### src/rtl/tail_sequencer.sv
// tail_sequencer: dual-side thermometer turn/hazard lamp sequencer with dwell prescaler
module tail_sequencer #(
   parameter int N   = 3,
   parameter int DIV = 1,
   localparam int CW = (DIV > 1) ? $clog2(DIV) : 1
) (
   input  logic         clk,
   input  logic         reset,
   input  logic         left,
   input  logic         right,
   input  logic         hazard,
   output logic [N-1:0] lamps_l,
   output logic [N-1:0] lamps_r,
   output logic         busy
);
   localparam int PW = $clog2(N + 1);
   typedef enum logic [2:0] {S_IDLE, S_LEFT, S_RIGHT, S_HAZ_ON, S_HAZ_OFF} state_t;
   state_t state_q, state_d;
   logic [PW-1:0] phase_q, phase_d;
   logic [CW-1:0] cnt_q, cnt_d;
   logic bnd;
   logic [N-1:0] therm;
   always_ff @(posedge clk or posedge reset) begin
      if (reset) begin
         state_q <= S_IDLE;
         phase_q <= PW'(1);
         cnt_q   <= CW'(DIV - 1);
      end else begin
         state_q <= state_d;
         phase_q <= phase_d;
         cnt_q   <= cnt_d;
      end
   end
   always_comb begin
      bnd     = cnt_q == CW'(DIV - 1);
      state_d = state_q;
      phase_d = phase_q;
      cnt_d   = cnt_q + 1'b1;
      case (state_q)
         S_IDLE: begin
            cnt_d = bnd ? cnt_q : cnt_q + 1'b1;
            if (hazard) begin
               state_d = S_HAZ_ON;
               cnt_d   = '0;
            end else if (bnd && (left || right)) begin
               state_d = left ? S_LEFT : S_RIGHT;
               phase_d = PW'(1);
               cnt_d   = '0;
            end
         end
         S_LEFT, S_RIGHT: begin
            if (hazard) begin
               state_d = S_HAZ_ON;
               cnt_d   = '0;
            end else if (bnd) begin
               cnt_d   = '0;
               state_d = (phase_q < PW'(N)) ? state_q : S_IDLE;
               phase_d = (phase_q < PW'(N)) ? phase_q + 1'b1 : phase_q;
            end
         end
         S_HAZ_ON: begin
            if (bnd) begin
               state_d = S_HAZ_OFF;
               cnt_d   = '0;
            end
         end
         S_HAZ_OFF: begin
            // Leaving to IDLE with a full count: the off gap has already been served
            if (bnd) begin
               state_d = hazard ? S_HAZ_ON : S_IDLE;
               cnt_d   = hazard ? '0 : CW'(DIV - 1);
            end
         end
         default: begin
            state_d = S_IDLE;
            cnt_d   = CW'(DIV - 1);
         end
      endcase
   end
   always_comb begin
      therm   = ~({N{1'b1}} << phase_q);
      lamps_l = (state_q == S_LEFT) ? therm : (state_q == S_HAZ_ON) ? '1 : '0;
      lamps_r = (state_q == S_RIGHT) ? therm : (state_q == S_HAZ_ON) ? '1 : '0;
      busy    = state_q != S_IDLE;
   end
endmodule

### config.mk
export PLATFORM = sky130hd
export DESIGN_NAME = tail_sequencer
export DESIGN_NICKNAME = d
export VERILOG_FILES = /design/src/rtl/tail_sequencer.sv
export SDC_FILE = /design/constraint.sdc
export NUM_CORES = 1
export LEC_CHECK = 0
export CAP_MARGIN = 20
export CORE_AREA = 4 4 41 43
export DETAILED_ROUTE_END_ITERATION = 16
export DIE_AREA = 0 0 45 47
export GPL_ROUTABILITY_DRIVEN = 0
export PLACE_DENSITY = 0.6
export RECOVER_POWER = 25
export SLEW_MARGIN = 5
export SYNTH_ARGS = -nofsm -noshare
export SYNTH_HDL_FRONTEND = slang
export SYNTH_SLANG_ARGS = --single-unit
export TNS_END_PERCENT = 5
### constraint.sdc
create_clock -name clk -period 3.1 [get_ports clk]
set_input_delay 0.62 -clock clk [delete_from_list [all_inputs] [get_ports clk]]
set_output_delay 0.62 -clock clk [all_outputs]
set_load 0.05 [all_outputs]
==> results of run 1 <==
==> cell families (layout without fill, tap and decap cells) <==
group / Yosys count / in the layout / share of synthesized area
buffers and inverters: 7 / 20 / 0.0685
XOR/XNOR: 1 / 1 / 0.0218
adder cells (fa/ha/maj): 3 / 3 / 0.0935
AO/OA/AOI/OAI: 14 / 14 / 0.221
AND/OR/NAND/NOR: 22 / 22 / 0.280
flip-flops: 5 / 5 / 0.315
==> stage by stage <==
stage	area (sq um)	hold slack, ns	util	setup WS [ns]	std cells
2_1_floorplan	402	0.398	-	0.915	52
3_3_place_gp	522	0.515	0.401	0.742	76
3_5_place_dp	522	0.522	0.401	0.721	76
4_1_cts	548	0.531	0.421	0.453	80
5_1_grt	548	0.565	0.421	0.348	80
6_report	548	0.530	0.421	0.470	80
==> Yosys cell counts (2+ instances only) <==
cell type / n / area share
inv_1: 5 / 0.047
ha_1: 3 / 0.093
nand2b_1: 2 / 0.031
nand3b_1: 2 / 0.037
a21oi_1: 6 / 0.075
o21ai_0: 2 / 0.025
dfrtp_1: 4 / 0.25
nor2_1: 8 / 0.075
a211oi_1: 2 / 0.037
nand2_1: 4 / 0.037
or3_1: 2 / 0.031
==> worst reg2reg max path: cells and delay by family (launching register included) <==
family,cells,cell delay (ns)
flip-flops,1,0.57
AND/OR/NAND/NOR,2,0.59
XOR/XNOR,1,0.19
==> flip-flops by register name, indices dropped and copies added (netlist names) <==
| name | flops |
|---|---|
| state_q | 3 |
| phase_q | 2 |
==> per-layer routing <==
metal	GRT usage	share of wire
met5	0	0
met4	0.0526	0.013
met3	0.0460	0.072
met2	0.172	0.46
met1	0.128	0.46
==> worst min-delay path by stage <==
stage / cells past startpoint / endpoint / slack (ns)
after floorplan: 1 / phase_q[1] / 0.40
after global placement: 2 / phase_q[0] / 0.52
after detailed placement: 2 / phase_q[0] / 0.52
after CTS: 2 / phase_q[0] / 0.53
after global routing: 2 / phase_q[0] / 0.57
final: 2 / phase_q[0] / 0.53
==> cell type report <==
cell class              instances  area [sq um]  share of cell area
well taps                      15          18.8              0.0342
flip-flops and latches          5           126               0.231
inverters                       5          18.8              0.0342
clock buffers                   4          26.3              0.0479
multi-input cells              40           248               0.452
repair buffers                 11           110               0.201
==> results.md, run 1 <==
- Based on the critical path, the design can be clocked at up to about 380 MHz.
- The setup total negative slack is 0 ns.
- Traced cell by cell, the critical path runs through inv_1 -> ha_1 -> a21oi_1 -> clkdlybuf4s50_1.
- For this run, the detailed router's first-pass iteration total came to 4.
- The maximum fanout encountered on the critical timing path is 5.
- Setup repair after global routing left no endpoint under its margin.
- The final critical-path share of the clock period is 0.849.
- The floorplan step set the die width to around 45 microns.
- In this run the remaining antenna-violating nets after routing total 0.
- The floorplan die area is approximately 0.0021 sq mm.
- The first-pass GRT wire length is ~1.6 mm.
- The routed wire length per instance is between 10 and 15 microns.
- The largest single stage delay on the critical path is 0.81 ns.
- The count of buffers added on input and output ports is 11.
- The global-route usage over all layers is 0.109.
- The maximum clock insertion buffer count is 2.
- The synthesized area per cell is about 7.7 sq um.
- In the final layout, the share of cells above drive strength 1 is 0.0615.
- After synthesis, the netlist uses 23 different library cells.
- Yosys mapped a number of flops with a built-in enable equal to 0.
- The critical path depth is 4.
- Of the synthesized area, sequential elements account for 0.315.
- The clock-pin slew on the worst setup and hold paths is around 0.040 ns.
- Leaving out fill and tap cells, the most frequent cells in the layout are clkdlybuf4s50_1 (10), nor2_1 (8), a21oi_1 (6).
- Synthesis inferred 5 register bits.
- The number of violations reported at the end of detailed-routing iteration 0 is 7.
- The initial antenna violation count was 0.
- The area of the mapped netlist is about 400 sq um.
- The clock reaches the later pin of the worst-skew pair after 0.24 ns.
- The area growth from synthesis to layout is 36.4%.
- The initial utilization of the core area, before any placement, comes to 0.309.
- The cell row count is 13.
- The core region is 0.00130 sq mm.
- The worst register-to-register path ends at phase_q[0].
- The total of endpoints with negative setup slack in the final report is 0.
- The die is 47 microns tall.
- The time the final worst path needs with I/O delays and setup is around 2.6 ns.
- TritonCTS created 3 clock buffers.
- The top-level I/O count is 12.
- The final layout contains routed wiring with a total length of just over 900 microns.
- The number of post-CTS setup repair buffers is 0.
- STA puts the critical path data required time at approximately 2.5 ns.
- The detailed-route via count is slightly above 400.
- The number of antenna diodes in the final layout is 0.
- The share of flip-flops with an asynchronous set or reset after synthesis is 1.00.
- The type of destination of the critical path is a primary output.
- For this design, the sink count on the clock tree is 5.
- The routed via count divided by cell count is a little over 5.
- In the routed design, unresolved DRC markers number 0.
- The library cell used as clock root buffer is clkbuf_4.
- The number of slew-limit violations in the final report was 0.
- The category of the worst setup path launch point is a flip-flop.
- The total congestion overflow after global routing is 0.
- The total of warnings raised by yosys is 0.
- The startpoint identified for the worst hold timing path is phase_q[0].
- The most frequent standard cell in the layout excluding fill and tap cells is clkdlybuf4s50_1.
- The end point of the critical path is lamps_r[0].
- In this run the number of H-tree levels came out at 1.
- The post-cts gate resize count is 0.
- The worst pin sits at a relative slew slack of 0.672.
- The measured slew at the worst slew-check pin is approximately 0.5 ns.
- The reg-to-reg startpoint is state_q[1].
- The final-report hold violation count came to 0.
- The fill cell instance count of the final layout is 140.
- The post-layout net count is 74.
- The kind of cell adding the most delay to the critical path is buffers and inverters.
- For the final database, setup skew stands at 0.00460 ns.
- Setup slack on the worst reg-to-reg path comes out at approximately 1.7 ns.
- Max-cap violations in this run came to 0.
- Entering global routing, the biggest net connects 14 pins.
- The number of global-route vias before repair is 378.
- The detailed placer's ending HPWL is about 670 microns.
- The number of hold buffers added after cts is 0.
- Synthesis produced 52 cells.
- The path category of the worst min-delay check is reg2reg.
- In this run the worst setup path begins at phase_q[0].
- The endpoint arrival time on the critical path is between 2 and 2.5 ns.
- The flow ran to the end, and the final reports show no timing, DRC or antenna violations.
- In the synthesized netlist the dominant register cell turns out to be dfrtp_1.
- The classification of the worst setup path is reg2out.
- The critical path contains buffers and inverters numbering 2 combined.
- TritonCTS built the clock tree.
- The library cell contributing the largest single delay on the critical path is clkdlybuf4s50_1.
- Synthesis produced a netlist with a net count of 60.
- The depth of the worst register-to-register path is 3.
Power of run 1 is not shown: default switching activity piles up to over one toggle a cycle in this logic, so the estimate is an artifact.
==> run 2, diff against run 1 <==
==> constraint.sdc (replaced) <==
create_clock -name clk -period 2.55 [get_ports clk]
set_input_delay 0.51 -clock clk [delete_from_list [all_inputs] [get_ports clk]]
set_output_delay 0.51 -clock clk [all_outputs]
set_load 0.05 [all_outputs]
==> results.md, run 2 (synthesis results as in run 1) <==
- The number of routed nets with antenna violations came to 0 (unchanged).
- The clock-pin slew on the worst setup and hold paths is 0.05 ns (was 0.04 ns).
- The floorplan die area is 0.00212 sq mm (unchanged).
- The number of violations reported at the end of detailed-routing iteration 0 is 9 (was 7).
- The area of the core is 0.00130 sq mm (unchanged).
- The measured slew at the worst slew-check pin is 0.493 ns (was 0.490 ns).
- The top-level I/O count is 12 (unchanged).
- The final routed wirelength across all metal layers came to 824 microns (was 920 microns).
- The horizontal die dimension came to 45 microns (unchanged).
- The core utilization of the finished layout is 0.423 (was 0.421).
- The first-pass GRT wire length is 1.46 mm (was 1.64 mm).
- The TritonCTS clock tree is yes (unchanged).
- The number of hold buffers added after cts is 0 (unchanged).
- The post-layout net count was 75 (was 74).
- Unrepaired setup endpoints after global routing: false (unchanged).
- The number of iterations in the first detailed-routing pass came to 4 (unchanged).
- The relative area change from synthesis to final layout is 37.1% (was 36.4%).
- The initial antenna violation count was 0 (unchanged).
- Leading cell types in the layout, fill and taps excluded: nor2_1 (8), clkdlybuf4s50_1 (8), a21oi_1 (6) (was clkdlybuf4s50_1 (10), nor2_1 (8), a21oi_1 (6)).
- The detailed placer's ending HPWL is 640 microns (was 675 microns).
- The total area of multi-input combinational cells was 248 sq um (unchanged).
- The final standard cell area without fillers came to 551 sq um (was 548 sq um).
- The count of buffer and inverter cells on the critical path came to 1 (was 2).
- The routed via count divided by cell count is 5.10 (was 5.04).
- The number of levels the H-tree was split into is 1 (unchanged).
- Run status: completed (unchanged).
- The flip-flop count of the largest register after layout is 3 (unchanged).
- The fill cell instance count of the final layout is 143 (was 140).
- The non-filler instance count after layout was 81 (was 80).
- The total congestion overflow after global routing was 0 (unchanged).
- The number of diodes is 0 (unchanged).
- The number of clock sinks is 5 (unchanged).
- The library cell contributing the largest single delay on the critical path is clkdlybuf4s50_1 (unchanged).
- The time the final worst path needs with I/O delays and setup is roughly 2.4 ns.
- The share of cells above drive strength 1 is 0.106 (was 0.0615).
- The cell row count is 13 (unchanged).
- The clock buffer count from CTS is 3 (unchanged).
- The kind of cell adding the most delay to the critical path is buffers and inverters (unchanged).
- The y dimension of the die is 47 microns (unchanged).
- The number of instances in the placed design is 77 (was 76).
- The category of the worst setup path launch point is a flip-flop (unchanged).
- The initial core utilization is 0.309 (unchanged).
- The peak clock frequency supported by timing is 413 MHz.
- The number of buffers inserted by port buffering is 11 (unchanged).
- The detailed-route via count is 413 (was 403).
- The classification of the worst setup path is reg2out (unchanged).
- The routed wire length per instance is 10.2 microns (was 11.5 microns).
- The setup total negative slack is 0 ns (unchanged).
- The total of endpoints with negative setup slack in the final report is 0 (unchanged).
- The number of maximum-capacitance violations is 0 (unchanged).
- The number of DRC violations after detailed routing came to 0 (unchanged).
- The register cell area after layout is 126 sq um (unchanged).
- The maximum fanout encountered on the critical timing path is 12 (was 5).
- The clock skew was 0.00655 ns (was 0.00460 ns).
- The post-cts gate resize count was 0 (unchanged).
- The maximum clock insertion buffer count is 2 (unchanged).
- The number of global-route vias before repair came to 361 (was 378).
- The path category of the worst min-delay check was reg2reg (unchanged).
- The worst slew slack as a fraction of its limit is 0.670 (was 0.672).
- The required time of the critical path came to 2.04 ns (was 2.48 ns).
- The type of destination of the critical path is a primary output (unchanged).
- Critical Path, Cell by Cell: nand2b_1 -> a21oi_1 -> clkdlybuf4s50_1 (was inv_1 -> ha_1 -> a21oi_1 -> clkdlybuf4s50_1).
- The top register by number of flip-flops is state_q (unchanged).
- The final critical-path share of the clock period is 0.949.
- The maximum number of pins on one net before global-route repair is 13 (was 14).
- Registers with the most flip-flops: state_q: 3 flops, phase_q: 2 flops (unchanged).
- The number of slew-limit violations in the final report is 0 (unchanged).
- The largest stage delay on the critical path is 0.81 ns (about the same).
- The library cell used as clock root buffer was clkbuf_4 (unchanged).
- The global-route usage over all layers is 0.0952 (was 0.109).
- The endpoint arrival time on the critical path was 1.91 ns (was 2.01 ns).
- The post-place instance area came to 524 sq um (was 522 sq um).
- The clock latency on the worst-skew pair came to 0.24 ns (about the same).
- The final-report hold violation count is 0 (unchanged).
- The number of post-CTS setup repair buffers came to 0 (unchanged).
[run 2: through the flow]
step                      worst slack [ns]  hold WS, ns
after global routing                0.0296        0.562
after CTS                            0.121        0.469
after detailed placement             0.376        0.526
after global placement               0.370        0.529
final                                0.129        0.528
after floorplan                      0.475        0.288
[run 2: worst paths after layout]
kind	start	end	slack (ns)	depth (start not counted)
min in group asynchronous	reset	state_q[0]	0.60	2
max in group asynchronous	reset	phase_q[0]	1.70	2
setup / recovery	state_q[1]	lamps_r[1]	0.13	3
hold reg to reg	phase_q[0]	phase_q[0]	0.53	2
setup reg to reg	state_q[0]	phase_q[1]	1.12	4
hold / removal	phase_q[0]	phase_q[0]	0.53	2
[run 2: area by class of cell]
type	instances	area share
clock buffers	4	0.0477
repair buffers	12	0.205
flip-flops and latches	5	0.230
multi-input cells	40	0.450
inverters	5	0.0341
well taps	15	0.0341
[run 2: worst min-delay path, cell delays in order, from the launching register on]
cell	delay, ns
dfstp_2	0.38
o41ai_1	0.06
nand3_1	0.07
[run 2: layer usage]
layer | track usage | up-vias | wire (microns) | part of all wire
met3 | 0.0230 | 0 | 74 | 0.090
met1 | 0.120 | 178 | 395 | 0.48
met2 | 0.150 | 20 | 354 | 0.43
li1 | - | 215 | - | -
met5 | 0 | - | 0 | 0
met4 | 0.0526 | 0 | 0 | 0
Power of run 2 is left out for the same reason.
==> run 3, diff against run 2 <==
--- a/config.mk
+++ b/config.mk
@@ -7,6 +7,7 @@
 export LEC_CHECK = 0
 export CAP_MARGIN = 20
 export CORE_AREA = 4 4 41 43
+export CTS_BUF_LIST = sky130_fd_sc_hd__clkbuf_4 sky130_fd_sc_hd__clkbuf_8
 export DETAILED_ROUTE_END_ITERATION = 16
 export DIE_AREA = 0 0 45 47
 export GPL_ROUTABILITY_DRIVEN = 0
==> results.md, run 3 (synthesis results as in run 1) <==
- Run status: completed (unchanged).
- The number of clock sinks came to 5 (unchanged).
- The final critical-path share of the clock period came to 0.949 (about the same).
- The number of hold buffers added after cts is 0 (unchanged).
- The setup total negative slack is 0 ns (unchanged).
- The endpoint arrival time on the critical path was 1.91 ns (about the same).
- The worst slack at placement was 0.376 ns (unchanged).
- Registers with the most flip-flops: state_q: 3 flops, phase_q: 2 flops (unchanged).
- The clock skew is 0.00626 ns (was 0.00655 ns).
- The first-pass GRT wire length came to 1.47 mm (was 1.46 mm).
- The peak clock frequency supported by timing is 413 MHz (about the same).
- The maximum number of pins on one net before global-route repair was 13 (unchanged).
- The maximum fanout encountered on the critical timing path is 12 (unchanged).
- The measured slew at the worst slew-check pin is 0.493 ns (about the same).
- The initial antenna violation count is 0 (unchanged).
- The post-layout net count is 75 (unchanged).
- The number of violations reported at the end of detailed-routing iteration 0 is 8 (was 9).
- The number of diodes is 0 (unchanged).
- The y dimension of the die was 47 microns (unchanged).
- The horizontal die dimension is 45 microns (unchanged).
- The number of buffers inserted by port buffering is 11 (unchanged).
- The worst slew slack as a fraction of its limit came to 0.670 (about the same).
- The category of the worst setup path launch point is a flip-flop (unchanged).
- The number of maximum-capacitance violations was 0 (unchanged).
- The relative area change from synthesis to final layout is 38.0% (was 37.1%).
- The top-level I/O count is 12 (unchanged).
- The fill cell instance count of the final layout is 143 (unchanged).
- The library cell used as clock root buffer is clkbuf_4 (unchanged).
- The minimum setup slack in the final design is 0.131 ns (was 0.129 ns).
- The total congestion overflow after global routing is 0 (unchanged).
- The number of routed nets with antenna violations was 0 (unchanged).
- The TritonCTS clock tree is yes (unchanged).
- The type of destination of the critical path was a primary output (unchanged).
- Unrepaired setup endpoints after global routing: false (unchanged).
- The global-route usage over all layers came to 0.0960 (was 0.0952).
- The routed wire length per instance was 10.2 microns (about the same).
- The path category of the worst min-delay check is reg2reg (unchanged).
- The number of DRC violations after detailed routing was 0 (unchanged).
- The maximum clock insertion buffer count was 2 (unchanged).
- The number of slew-limit violations in the final report is 0 (unchanged).
- The top register by number of flip-flops was state_q (unchanged).
- The final-report hold violation count came to 0 (unchanged).
- The clock-pin slew on the worst setup and hold paths is 0.05 ns (about the same).
- The share of cells above drive strength 1 is 0.121 (was 0.106).
- The number of levels the H-tree was split into is 1 (unchanged).
- The flip-flop count of the largest register after layout is 3 (unchanged).
- The initial core utilization is 0.309 (unchanged).
- The detailed-route via count is 416 (was 413).
- The number of iterations in the first detailed-routing pass came to 4 (unchanged).
- The final routed wirelength across all metal layers was 826 microns (was 824 microns).
- The met2 layer usage reported by global route is 0.150 (unchanged).
- The floorplan die area came to 0.00212 sq mm (unchanged).
- The global routing usage on met1 is 0.122 (was 0.120).
- The time the final worst path needs with I/O delays and setup came to 2.42 ns (about the same).
- The classification of the worst setup path is reg2out (unchanged).
- The cell row count is 13 (unchanged).
- The post-cts gate resize count was 0 (unchanged).
- The fraction of met3 tracks used by global routing is 0.0230 (unchanged).
- The number of post-CTS setup repair buffers is 0 (unchanged).
- Leading cell types in the layout, fill and taps excluded: nor2_1 (8), clkdlybuf4s50_1 (8), a21oi_1 (6) (unchanged).
- The total of endpoints with negative setup slack in the final report came to 0 (unchanged).
- The required time of the critical path is 2.04 ns (about the same).
- The detailed placer's ending HPWL is 640 microns (unchanged).
- The routed via count divided by cell count is 5.14 (was 5.10).
- The clock latency on the worst-skew pair is 0.24 ns (about the same).
- The clock buffer count from CTS is 3 (unchanged).
- The number of global-route vias before repair is 362 (was 361).
- The area of the core is 0.00130 sq mm (unchanged).
- The peak-usage layer in the global routing report is met2 (unchanged).
[run 3: worst paths after layout]
kind | start | endpoint | slack [ns] | cells past startpoint
max | state_q[1] | lamps_r[1] | 0.13 | 3
max in group asynchronous | reset | phase_q[0] | 1.70 | 2
max reg2reg | state_q[0] | phase_q[1] | 1.12 | 4
min reg2reg | phase_q[0] | phase_q[0] | 0.53 | 2
min | phase_q[0] | phase_q[0] | 0.53 | 2
min in group asynchronous | reset | state_q[0] | 0.60 | 2
[run 3: cell type report]
cell class | count | area, sq um | share of cell area
well taps | 15 | 18.8 | 0.0339
clock buffers | 4 | 30.0 | 0.0542
repair buffers | 12 | 113 | 0.203
multi-input cells | 40 | 248 | 0.447
inverters | 5 | 18.8 | 0.0339
flip-flops and latches | 5 | 126 | 0.228
[run 3: through the flow]
| step | utilization | std cells | hold WS (ns) | cell area [sq um] |
|---|---|---|---|---|
| floorplan | - | 52 | 0.288 | 402 |
| global placement | 0.403 | 77 | 0.529 | 524 |
| detailed placement | 0.403 | 77 | 0.526 | 524 |
| CTS | 0.426 | 81 | 0.468 | 554 |
| global route | 0.426 | 81 | 0.562 | 554 |
| finish | 0.426 | 81 | 0.528 | 554 |
[run 3: critical path, cell delays in order, from the launching register on]
cell             delay [ns]
dfrtp_1                0.55
nand2b_1               0.16
a21oi_1                0.14
clkdlybuf4s50_1        0.81
[run 3: routing by layer]
| layer | wire length, microns | vias to the layer above |
|---|---|---|
| met2 | 354 | 20 |
| met5 | 0 | - |
| li1 | - | 214 |
| met3 | 74 | 0 |
| met1 | 396 | 182 |
| met4 | 0 | 0 |
Power of run 3 is left out for the same reason.
